`config.mk`:
```
export PLATFORM = sky130hd
export DESIGN_NAME = re_name_preg_alloc
export DESIGN_NICKNAME = d
export VERILOG_FILES = /design/src/rtl/re_name_preg_alloc.sv
export SDC_FILE = /design/constraint.sdc
export NUM_CORES = 1
export LEC_CHECK = 0
export ABC_CLOCK_PERIOD_IN_PS = 10000
export CAP_MARGIN = 20
export CELL_PAD_IN_SITES_DETAIL_PLACEMENT = 0
export CELL_PAD_IN_SITES_GLOBAL_PLACEMENT = 1
export CORE_MARGIN = 1
export CORE_UTILIZATION = 49
export CTS_CLUSTER_DIAMETER = 120
export DETAILED_ROUTE_END_ITERATION = 6
export DONT_BUFFER_PORTS = 1
export PLACE_DENSITY = 0.8
export SLEW_MARGIN = 20
export SYNTH_ARGS = -nofsm -noshare
export SYNTH_HDL_FRONTEND = slang
export SYNTH_SLANG_ARGS = --single-unit
```
`constraint.sdc`:
```
create_clock -name clk_i -period 10 [get_ports clk_i]
set_input_delay 1 -clock clk_i [delete_from_list [all_inputs] [get_ports clk_i]]
set_output_delay 1 -clock clk_i [all_outputs]
set_load 0.02 [all_outputs]
```
`src/rtl/re_name_preg_alloc.sv`:
```
// Physical-register tag allocator: lowest free tag granted in the same cycle, commit frees, flush restores the committed map.
// Grant is combinational and state updates on the next edge. There is no request queue: an empty pool or a flush denies the grant.
module re_name_preg_alloc #(
    parameter int NR_PREGS        = 64,
    parameter int NR_AREGS        = 32,
    parameter int NR_COMMIT_PORTS = 2,
    parameter int TAG_W           = $clog2(NR_PREGS)
) (
    input  logic                             clk_i,
    input  logic                             rst_ni,
    input  logic                             flush_i,
    input  logic                             alloc_req_i,
    output logic                             alloc_gnt_o,
    output logic [TAG_W-1:0]                 alloc_tag_o,
    input  logic [NR_COMMIT_PORTS-1:0]       commit_valid_i,
    input  logic [NR_COMMIT_PORTS*TAG_W-1:0] commit_new_tag_i,
    input  logic [NR_COMMIT_PORTS*TAG_W-1:0] commit_old_tag_i,
    output logic [TAG_W:0]                   free_count_o,
    output logic                             empty_o
);

    localparam logic [NR_PREGS-1:0] RESET_MAP =
        {{(NR_PREGS-NR_AREGS){1'b0}}, {NR_AREGS{1'b1}}};

    logic [NR_PREGS-1:0] spec_busy_q, spec_busy_n;
    logic [NR_PREGS-1:0] arch_busy_q, arch_busy_n;
    logic [TAG_W-1:0]    new_tag [NR_COMMIT_PORTS];
    logic [TAG_W-1:0]    old_tag [NR_COMMIT_PORTS];
    logic [TAG_W-1:0]    free_tag;
    logic [TAG_W:0]      free_cnt;

    always_comb begin
        for (int p = 0; p < NR_COMMIT_PORTS; p++) begin
            new_tag[p] = commit_new_tag_i[p*TAG_W +: TAG_W];
            old_tag[p] = commit_old_tag_i[p*TAG_W +: TAG_W];
        end
    end

    // Descending scan: the last hit written is the lowest free index.
    always_comb begin
        free_tag = '0;
        free_cnt = '0;
        for (int i = NR_PREGS-1; i >= 0; i--) begin
            if (!spec_busy_q[i]) begin
                free_tag = TAG_W'(i);
            end
        end
        for (int i = 0; i < NR_PREGS; i++) begin
            free_cnt = free_cnt + {{TAG_W{1'b0}}, ~spec_busy_q[i]};
        end
    end

    assign free_count_o = free_cnt;
    assign empty_o      = (free_cnt == '0);
    assign alloc_tag_o  = free_tag;
    assign alloc_gnt_o  = alloc_req_i & ~empty_o & ~flush_i;

    always_comb begin
        spec_busy_n = spec_busy_q;
        arch_busy_n = arch_busy_q;
        if (alloc_gnt_o) begin
            spec_busy_n[free_tag] = 1'b1;
        end
        // Tag 0 is the hardwired zero register and is never released.
        for (int p = 0; p < NR_COMMIT_PORTS; p++) begin
            if (commit_valid_i[p]) begin
                arch_busy_n[new_tag[p]] = 1'b1;
                if (old_tag[p] != '0) begin
                    arch_busy_n[old_tag[p]] = 1'b0;
                    spec_busy_n[old_tag[p]] = 1'b0;
                end
            end
        end
        if (flush_i) begin
            spec_busy_n = arch_busy_n;
        end
    end

    always_ff @(posedge clk_i) begin
        if (!rst_ni) begin
            spec_busy_q <= RESET_MAP;
            arch_busy_q <= RESET_MAP;
        end else begin
            spec_busy_q <= spec_busy_n;
            arch_busy_q <= arch_busy_n;
        end
    end

    for (genvar p = 0; p < NR_COMMIT_PORTS; p++) begin : g_chk
        a_old_busy: assert property (@(posedge clk_i) disable iff (!rst_ni)
            (commit_valid_i[p] && old_tag[p] != '0) |-> arch_busy_q[old_tag[p]]);
        a_new_spec: assert property (@(posedge clk_i) disable iff (!rst_ni)
            commit_valid_i[p] |-> spec_busy_q[new_tag[p]]);
        for (genvar q = p + 1; q < NR_COMMIT_PORTS; q++) begin : g_pair
            a_dup_free: assert property (@(posedge clk_i) disable iff (!rst_ni)
                !(commit_valid_i[p] && commit_valid_i[q] &&
                  old_tag[p] == old_tag[q] && old_tag[p] != '0));
        end
    end

    a_count: assert property (@(posedge clk_i) disable iff (!rst_ni)
        free_count_o <= (TAG_W+1)'(NR_PREGS-1));

endmodule
```
==> metrics.txt, run 1 <==
# TYPE chip_impl_metric gauge
chip_impl_metric{name="timing.final.ws_setup",unit="ps"} 1770
chip_impl_metric{name="total_switching_power",unit="mW"} 1.28
chip_impl_metric{name="final_gp_congestion",unit=""} 0.977
chip_impl_metric{name="count_of_routing_violations_after_the_opening_detailed_route_iteration",unit=""} 1332
chip_impl_metric{name="design.die.area",unit="mm2"} 0.0203
chip_impl_metric{name="drc_errors_left",unit=""} 0
chip_impl_metric{name="synth_edf_count",unit=""} 0
chip_impl_metric{name="worstPathArrival",unit="ps"} 7230
chip_impl_metric{name="via_count_of_the_first_global_routing_pass",unit=""} 8933
chip_impl_metric{name="grt_util_all_layers",unit="%"} 38.2
chip_impl_metric{name="area_growth_syn_to_layout",unit="%"} 8.81
chip_impl_metric{name="non_filler_instance_count_after_layout",unit=""} 1482
chip_impl_metric{name="floorplan.initialDensity",unit="%"} 49.8
chip_impl_metric{name="initial_antenna_violation_count",unit=""} 1
chip_impl_info{name="layout_common_cells",value="128 x sky130_fd_sc_hd__dfxtp_1, 123 x sky130_fd_sc_hd__nor2_1, 122 x sky130_fd_sc_hd__inv_1"} 1
chip_impl_info{name="grt_setup_unrepaired",value="false"} 1
chip_impl_metric{name="final.setup.tns",unit="ps"} 0
chip_impl_metric{name="placeableCoreArea",unit="mm2"} 0.0194
chip_impl_info{name="yosys_most_used_dff",value="sky130_fd_sc_hd__dfxtp_1"} 1
chip_impl_metric{name="design_area",unit="mm2"} 0.0105
chip_impl_metric{name="floorplan.rows",unit=""} 51
chip_impl_metric{name="sum_of_overflow_across_all_layers_after_global_routing",unit=""} 0
chip_impl_metric{name="cts-buffers-inserted",unit=""} 17
chip_impl_info{name="mostFrequentLayoutCell",value="sky130_fd_sc_hd__dfxtp_1"} 1
chip_impl_metric{name="clock_path_buffers",unit=""} 2
chip_impl_info{name="critPathLaunchType",value="flip-flop"} 1
chip_impl_metric{name="timing.final.max_slew_violations",unit=""} 0
chip_impl_metric{name="total_leakage_power",unit="nW"} 4.07
chip_impl_metric{name="clk_latency",unit="ps"} 430
chip_impl_metric{name="maxCapViolCount",unit=""} 0
chip_impl_info{name="min_path_type",value="flip-flop to flip-flop"} 1
chip_impl_metric{name="die_h",unit="um"} 142
chip_impl_metric{name="placed_cells_incl_taps",unit=""} 1452
chip_impl_metric{name="dp_slack",unit="ps"} 2240
chip_impl_metric{name="antenna_diodes",unit=""} 0
chip_impl_metric{name="async_reset_ff_share",unit="%"} 0
chip_impl_metric{name="cts_repair_resize_count",unit=""} 0
chip_impl_metric{name="clkSinkCount",unit=""} 128
chip_impl_metric{name="vdd_ir_drop_max",unit="mV"} 0.582
chip_impl_info{name="crit_path_end_kind",value="output pin"} 1
chip_impl_metric{name="p_sw_share",unit="%"} 45.0
chip_impl_metric{name="setup_violations",unit=""} 0
chip_impl_metric{name="yosysUniqueCellTypes",unit=""} 83
chip_impl_metric{name="clock_power_share",unit="%"} 27.1
chip_impl_metric{name="ant_nets",unit=""} 0
chip_impl_info{name="outcome",value="complete, no violations"} 1
chip_impl_metric{name="post_route_cells_drive_above_1_share",unit="%"} 6.41
chip_impl_metric{name="cts.hold.buffers_added",unit=""} 0
chip_impl_metric{name="postCtsSetupRepairBufs",unit=""} 0
chip_impl_metric{name="maxClockFrequency",unit="MHz"} 122
chip_impl_metric{name="wire_per_inst",unit="um"} 25.5
chip_impl_metric{name="grt_start_max_net_pins",unit=""} 77
chip_impl_metric{name="cell_internal_pwr",unit="mW"} 1.57
chip_impl_metric{name="synthesized_instance_count",unit=""} 1251
chip_impl_metric{name="detailroute.via_count",unit=""} 9867
chip_impl_metric{name="ys_ff_latch",unit=""} 128
chip_impl_metric{name="detail_route.wirelength",unit="um"} 37800
chip_impl_metric{name="power-per-cell-area",unit="mW/mm2"} 270
chip_impl_metric{name="total_i_o_pin_count",unit=""} 45
chip_impl_metric{name="yosysWarnings",unit=""} 0
chip_impl_metric{name="fin_nets",unit=""} 1307
chip_impl_metric{name="combinationalPowerShare",unit="%"} 53.9
chip_impl_metric{name="hold_violations",unit=""} 0
chip_impl_metric{name="drt-pass1-iter-count",unit=""} 6
chip_impl_metric{name="slew_headroom",unit="%"} 11.1
chip_impl_metric{name="timing_worst_slew_pin_value",unit="ps"} 1330
chip_impl_metric{name="vias_per_cell",unit=""} 6.66
chip_impl_metric{name="synthesis.area",unit="mm2"} 0.00967
chip_impl_metric{name="clk_transition_reported_paths",unit="ps"} 60
chip_impl_info{name="root_buffer",value="sky130_fd_sc_hd__clkbuf_16"} 1
chip_impl_metric{name="cts-htree-levels",unit=""} 4
chip_impl_metric{name="synth.yosys.seq_area_share",unit="%"} 26.5
chip_impl_metric{name="die_width",unit="um"} 142
chip_impl_metric{name="place.detailed.hpwl",unit="um"} 28200
chip_impl_info{name="timing.setup.critical_path_class",value="flip-flop to output pin"} 1
chip_impl_metric{name="grt_pass1_wl",unit="um"} 56100
chip_impl_metric{name="fin_crit",unit="ps"} 8230
chip_impl_metric{name="required",unit="ps"} 9000
chip_impl_metric{name="finClkSkew",unit="ps"} 8.61
chip_impl_metric{name="fin_crit_sh",unit="%"} 82.3
chip_impl_metric{name="avg_synthesized_cell_area",unit="um2"} 7.73
chip_impl_metric{name="power_frac_seq",unit="%"} 19.0
chip_impl_metric{name="place_area",unit="mm2"} 0.00980
chip_impl_info{name="tritoncts_clock_tree",value="built"} 1
chip_impl_metric{name="syn-num-nets",unit=""} 1352
chip_impl_metric{name="numPortBuffers",unit=""} 0
chip_impl_metric{name="worst-path-max-fanout",unit=""} 6
-- state kept, by name, indices dropped and copies added, names as in the netlist --
register / flops
arch_busy_q: 64
spec_busy_q: 64
-- worst max-delay path: stages (launching register included) --
cell                        delay [ps]
sky130_fd_sc_hd__dfxtp_1           450
sky130_fd_sc_hd__inv_1             100
sky130_fd_sc_hd__fa_1              550
sky130_fd_sc_hd__inv_1              60
sky130_fd_sc_hd__fa_1              500
sky130_fd_sc_hd__inv_1              50
sky130_fd_sc_hd__fa_1              470
sky130_fd_sc_hd__inv_1              50
sky130_fd_sc_hd__fa_1              380
sky130_fd_sc_hd__fa_1              500
sky130_fd_sc_hd__fa_1              530
sky130_fd_sc_hd__fa_1              530
sky130_fd_sc_hd__fa_1              610
sky130_fd_sc_hd__inv_1              60
sky130_fd_sc_hd__ha_1              300
sky130_fd_sc_hd__a211oi_1          260
sky130_fd_sc_hd__or4b_1            170
sky130_fd_sc_hd__o2111ai_1         330
sky130_fd_sc_hd__a2111o_4          640
sky130_fd_sc_hd__inv_6             140
sky130_fd_sc_hd__nor2_2            120
-- metrics by stage --
step                      power, mW  hold WS [ps]  util, %
final                          2.84           547     54.2
after global routing           3.03           606     54.2
after CTS                      2.83           550     54.2
after detailed placement       2.07           536     50.5
after global placement         2.05           519     50.5
after floorplan                1.80           475        -
-- power by group through the flow --
stage          clock network (mW)  logic (mW)  registers [mW]
2_1_floorplan                   0        1.26           0.543
3_3_place_gp                    0        1.50           0.551
3_5_place_dp                    0        1.52           0.551
4_1_cts                     0.764        1.53           0.540
5_1_grt                     0.788        1.70           0.542
6_report                    0.770        1.53           0.541
-- cell usage after synthesis (4+ instances only) --
master,count,share of area (%)
sky130_fd_sc_hd__a211oi_1,10,0.78
sky130_fd_sc_hd__a21oi_1,77,4.0
sky130_fd_sc_hd__a221oi_1,4,0.36
sky130_fd_sc_hd__a22oi_1,31,2.4
sky130_fd_sc_hd__a311oi_1,5,0.45
sky130_fd_sc_hd__a31oi_1,10,0.65
sky130_fd_sc_hd__a32o_1,5,0.52
sky130_fd_sc_hd__a32oi_1,4,0.36
sky130_fd_sc_hd__a41o_1,6,0.62
sky130_fd_sc_hd__a41oi_1,11,1.0
sky130_fd_sc_hd__and2_1,7,0.45
sky130_fd_sc_hd__and3_1,38,2.5
sky130_fd_sc_hd__buf_2,4,0.21
sky130_fd_sc_hd__clkbuf_1,68,2.6
sky130_fd_sc_hd__dfxtp_1,128,27
sky130_fd_sc_hd__fa_1,54,11
sky130_fd_sc_hd__ha_1,17,2.2
sky130_fd_sc_hd__inv_1,122,4.7
sky130_fd_sc_hd__nand2_1,103,4.0
sky130_fd_sc_hd__nand2b_1,11,0.71
sky130_fd_sc_hd__nand3_1,40,2.1
sky130_fd_sc_hd__nand3b_1,11,0.85
sky130_fd_sc_hd__nand4_1,29,1.9
sky130_fd_sc_hd__nand4b_1,7,0.63
sky130_fd_sc_hd__nor2_1,124,4.8
sky130_fd_sc_hd__nor2b_1,9,0.58
sky130_fd_sc_hd__nor3_1,35,1.8
sky130_fd_sc_hd__nor3b_1,11,0.85
sky130_fd_sc_hd__o2111ai_1,4,0.36
sky130_fd_sc_hd__o21ai_0,72,3.7
sky130_fd_sc_hd__o21ai_1,12,0.62
sky130_fd_sc_hd__o221ai_1,10,0.91
sky130_fd_sc_hd__o22a_1,20,1.8
sky130_fd_sc_hd__o22ai_1,46,3.0
sky130_fd_sc_hd__o31ai_1,13,1.0
sky130_fd_sc_hd__or2_2,7,0.45
sky130_fd_sc_hd__or3_1,5,0.32
sky130_fd_sc_hd__or3b_2,6,0.54
-- path summary, 6_finish.rpt --
path                   startpoint              end  slack, ps  depth (start not counted)
setup / recovery  spec_busy_q[15]      alloc_gnt_o       1770                         20
hold / removal    spec_busy_q[63]  spec_busy_q[63]        550                          2
setup reg to reg  spec_busy_q[15]  spec_busy_q[60]       2280                         22
hold reg to reg   spec_busy_q[63]  spec_busy_q[63]        550                          2
-- final cells by class --
| cell class | instances | area, um2 |
|---|---|---|
| Clock buffer | 19 | 443 |
| Sequential cell | 128 | 2560 |
| Fill cell | 1906 | 8880 |
| Timing Repair Buffer | 13 | 97.6 |
| Multi-Input combinational cell | 920 | 6350 |
| Inverter | 126 | 478 |
| Clock inverter | 11 | 260 |
| Tap cell | 265 | 332 |
-- cell families (layout without fill, tap and decap cells) --
logic type	after synthesis	count (layout)	synth area share [%]
compound gates	372	372	25.9
xor+xnor	2	2	0.181
fa+ha+maj	71	71	13.4
buf+inv	203	169	8.14
flops	128	128	26.5
mux	2	2	0.233
simple gates	473	473	25.7
-- routing by layer --
layer	wire, um	track usage [%]	vias to the layer above
met1	15400	50.3	4704
met4	1310	14.5	0
met5	0	0	-
met2	16600	58.4	619
met3	4520	12.1	98
li1	-	-	4446
No activity file was read; power rests on OpenSTA's default activity.
==> run 2, diff against run 1 <==
--- a/config.mk
+++ b/config.mk
@@ -5,16 +5,16 @@
 export SDC_FILE = /design/constraint.sdc
 export NUM_CORES = 1
 export LEC_CHECK = 0
-export ABC_CLOCK_PERIOD_IN_PS = 10000
+export ABC_CLOCK_PERIOD_IN_PS = 6880
 export CAP_MARGIN = 20
 export CELL_PAD_IN_SITES_DETAIL_PLACEMENT = 0
 export CELL_PAD_IN_SITES_GLOBAL_PLACEMENT = 1
 export CORE_MARGIN = 1
-export CORE_UTILIZATION = 49
+export CORE_UTILIZATION = 44
 export CTS_CLUSTER_DIAMETER = 120
 export DETAILED_ROUTE_END_ITERATION = 6
 export DONT_BUFFER_PORTS = 1
-export PLACE_DENSITY = 0.8
+export PLACE_DENSITY = 0.75
 export SLEW_MARGIN = 20
 export SYNTH_ARGS = -nofsm -noshare
 export SYNTH_HDL_FRONTEND = slang
==> constraint.sdc (replaced) <==
create_clock -name clk_i -period 6.88 [get_ports clk_i]
set_input_delay 0.688 -clock clk_i [delete_from_list [all_inputs] [get_ports clk_i]]
set_output_delay 0.688 -clock clk_i [all_outputs]
set_load 0.02 [all_outputs]
==> run 2 against run 1 <==
  * The run now ends with setup timing left
  * Die area rose by 11%
  * Clock power rose by 29%
  * Combinational power rose by 140%
  * Sequential share of layout area fell by 2.5 points
==> metrics.txt, run 2 (synthesis gave the netlist of run 1 again) <==
# TYPE chip_impl_metric gauge
chip_impl_info{name="top_regs",value="arch_busy_q: 64 flops, spec_busy_q: 64 flops"} 1
chip_impl_metric{name="cts.hold.buffers_added",unit=""} 0
chip_impl_metric{name="grt_start_max_net_pins",unit=""} 77
chip_impl_metric{name="floorplan.initialDensity",unit="%"} 45.4
chip_impl_metric{name="design.die.area",unit="mm2"} 0.0226
chip_impl_metric{name="grt_pass1_wl",unit="um"} 63200
chip_impl_metric{name="post_route_cells_drive_above_1_share",unit="%"} 20.2
chip_impl_metric{name="critical_path_buf_inv_count",unit=""} 10
chip_impl_metric{name="non_filler_instance_count_after_layout",unit=""} 1599
chip_impl_metric{name="clock_path_buffers",unit=""} 2
chip_impl_metric{name="drt-pass1-iter-count",unit=""} 5
chip_impl_info{name="layout_common_cells",value="123 x sky130_fd_sc_hd__nor2_1, 120 x sky130_fd_sc_hd__dfxtp_1, 115 x sky130_fd_sc_hd__inv_1"} 1
chip_impl_info{name="mostFrequentLayoutCell",value="sky130_fd_sc_hd__nor2_1"} 1
chip_impl_metric{name="vdd_ir_drop_max",unit="mV"} 1.09
chip_impl_info{name="critical_path.startpoint",value="spec_busy_q[57]"} 1
chip_impl_metric{name="grt_util_all_layers",unit="%"} 38.7
chip_impl_metric{name="vias_per_cell",unit=""} 6.57
chip_impl_metric{name="required",unit="ps"} 6190
chip_impl_metric{name="slew_headroom",unit="%"} 23.7
chip_impl_metric{name="timing.final.ws_setup",unit="ps"} -640
chip_impl_info{name="failing_checks",value="setup timing"} 1
chip_impl_metric{name="detail_route.wirelength",unit="um"} 42400
chip_impl_metric{name="finalHoldWorstSlack",unit="ps"} 347
chip_impl_info{name="worstSetupEndpoint",value="alloc_gnt_o"} 1
chip_impl_metric{name="fin_nets",unit=""} 1412
chip_impl_metric{name="clk_transition_reported_paths",unit="ps"} 60
chip_impl_metric{name="ant_nets",unit=""} 0
chip_impl_metric{name="final.setup.tns",unit="ps"} -13800
chip_impl_metric{name="wire_per_inst",unit="um"} 26.5
chip_impl_metric{name="total_leakage_power",unit="nW"} 4.68
chip_impl_metric{name="initial_antenna_violation_count",unit=""} 1
chip_impl_metric{name="worstPathArrival",unit="ps"} 6830
chip_impl_metric{name="sequential_cell_area",unit="mm2"} 0.00257
chip_impl_metric{name="via_count_of_the_first_global_routing_pass",unit=""} 9835
chip_impl_info{name="cp_common_cell",value="sky130_fd_sc_hd__fa_1"} 1
chip_impl_metric{name="area_of_combinational_cells_with_multiple_inputs",unit="mm2"} 0.00676
chip_impl_info{name="crit_path_end_kind",value="output pin"} 1
chip_impl_info{name="root_buffer",value="sky130_fd_sc_hd__clkbuf_16"} 1
chip_impl_metric{name="drc_errors_left",unit=""} 0
chip_impl_metric{name="reg2reg_setup_slack",unit="ps"} -430
chip_impl_metric{name="fin_crit_sh",unit="%"} 109
chip_impl_metric{name="fillCellCount",unit=""} 2034
chip_impl_metric{name="die_h",unit="um"} 150
chip_impl_info{name="critPathLaunchType",value="flip-flop"} 1
chip_impl_metric{name="rr_worst_depth",unit=""} 29
chip_impl_metric{name="critical_path_depth_in_cells",unit=""} 25
chip_impl_metric{name="finClkSkew",unit="ps"} 12.9
chip_impl_info{name="min_path_type",value="input port to flip-flop"} 1
chip_impl_metric{name="die_width",unit="um"} 150
chip_impl_metric{name="antenna_diodes",unit=""} 0
chip_impl_info{name="grt_setup_unrepaired",value="true"} 1
chip_impl_metric{name="floorplan.rows",unit=""} 53
chip_impl_metric{name="detailroute.via_count",unit=""} 10504
chip_impl_info{name="crit_path_top_delay_cell",value="sky130_fd_sc_hd__a2111o_4"} 1
chip_impl_metric{name="placeableCoreArea",unit="mm2"} 0.0213
chip_impl_info{name="timing.setup.critical_path_class",value="flip-flop to output pin"} 1
chip_impl_metric{name="clk_latency",unit="ps"} 440
chip_impl_metric{name="sum_of_overflow_across_all_layers_after_global_routing",unit=""} 0
chip_impl_info{name="tritoncts_clock_tree",value="built"} 1
chip_impl_metric{name="cts-htree-levels",unit=""} 4
chip_impl_metric{name="timing_worst_slew_pin_value",unit="ps"} 1140
chip_impl_info{name="worstReg2RegEnd",value="spec_busy_q[44]"} 1
chip_impl_info{name="hold_start",value="rst_ni"} 1
chip_impl_metric{name="total_i_o_pin_count",unit=""} 45
chip_impl_metric{name="critPathMaxStageDelay",unit="ps"} 550
chip_impl_metric{name="maxCapViolCount",unit=""} 0
chip_impl_metric{name="place.detailed.hpwl",unit="um"} 31500
chip_impl_info{name="outcome",value="complete, but fails checks"} 1
chip_impl_info{name="r2r-start",value="spec_busy_q[57]"} 1
chip_impl_metric{name="placed_cells_incl_taps",unit=""} 1554
chip_impl_metric{name="maxClockFrequency",unit="MHz"} 133
chip_impl_metric{name="fin_crit",unit="ps"} 7520
chip_impl_metric{name="numPortBuffers",unit=""} 0
chip_impl_metric{name="timing.final.max_slew_violations",unit=""} 0
chip_impl_metric{name="power-per-cell-area",unit="mW/mm2"} 462
chip_impl_metric{name="clkSinkCount",unit=""} 128
chip_impl_metric{name="hold_violations",unit=""} 0
chip_impl_metric{name="count_of_routing_violations_after_the_opening_detailed_route_iteration",unit=""} 1266
chip_impl_metric{name="area_growth_syn_to_layout",unit="%"} 21.9
chip_impl_info{name="crit_family",value="adder cells"} 1
chip_impl_metric{name="cts-buffers-inserted",unit=""} 17
chip_impl_metric{name="worst-path-max-fanout",unit=""} 3
chip_impl_metric{name="final_gp_congestion",unit=""} 0.994
chip_impl_metric{name="setup_violations",unit=""} 67
==> run 2: cell types whose count changed in the layout (fill, tap and decap cells not counted), moves of 10 or more <==
cell,previous run,this run
sky130_fd_sc_hd__buf_4,13,98
sky130_fd_sc_hd__buf_6,0,16
sky130_fd_sc_hd__o21ai_0,72,58
sky130_fd_sc_hd__o21ai_2,0,12
sky130_fd_sc_hd__a41oi_1,11,1
==> run 2: layout make-up <==
cell class,count,share of cell area (%)
inverters,126,4.08
well taps,275,2.92
clock inverters,15,1.64
clock buffers,17,3.61
flip-flops and latches,128,21.8
multi-input cells,920,57.4
repair buffers,118,8.56
==> run 2: through the flow <==
step                      setup WS (ps)  power (mW)  area, um2  utilization, %
after detailed placement           -424        4.01      10600            49.6
after global routing               -818        5.80      11800            55.4
after CTS                          -657        5.34      11600            54.7
final                              -640        5.44      11800            55.4
after global placement             -418        3.99      10600            49.6
after floorplan                    -166        2.88       9730               -
==> run 2: per-layer routing <==
layer  vias up  track usage, %  part of all wire (%)
met3       118            9.55                    12
met5         -               0                     0
met4         0            17.6                   4.5
met2       702            56.9                    43
met1      5018            53.4                    40
li1       4666               -                     -
==> run 2: worst min-delay path by stage <==
stage	cells past startpoint	to
2_1_floorplan	2	spec_busy_q[59]
3_3_place_gp	3	arch_busy_q[0]
3_5_place_dp	3	arch_busy_q[0]
4_1_cts	1	arch_busy_q[20]
5_1_grt	1	arch_busy_q[4]
6_report	1	arch_busy_q[28]
==> run 2: what timing repair did <==
action	4_1_cts	5_1_grt
gates resized for setup	89	23
gates cloned	1	0
hold endpoints to repair	0	0
pin swaps	26	12
setup endpoints to repair	70	71
setup buffers	13	3
==> run 2: worst reg2reg max path: cells and delay by family (launching register included) <==
family,cells,cell delay [ps]
compound gates,4,1230
fa+ha+maj,10,4290
buf+inv,12,880
flops,1,330
simple gates,3,460
==> run 2: power breakdown <==
group	total (mW)	switching [mW]	leakage, nW	internal [mW]
combinational	3.67	1.88	3.34	1.80
clock	0.991	0.410	0.297	0.581
sequential	0.779	0.0193	1.04	0.759
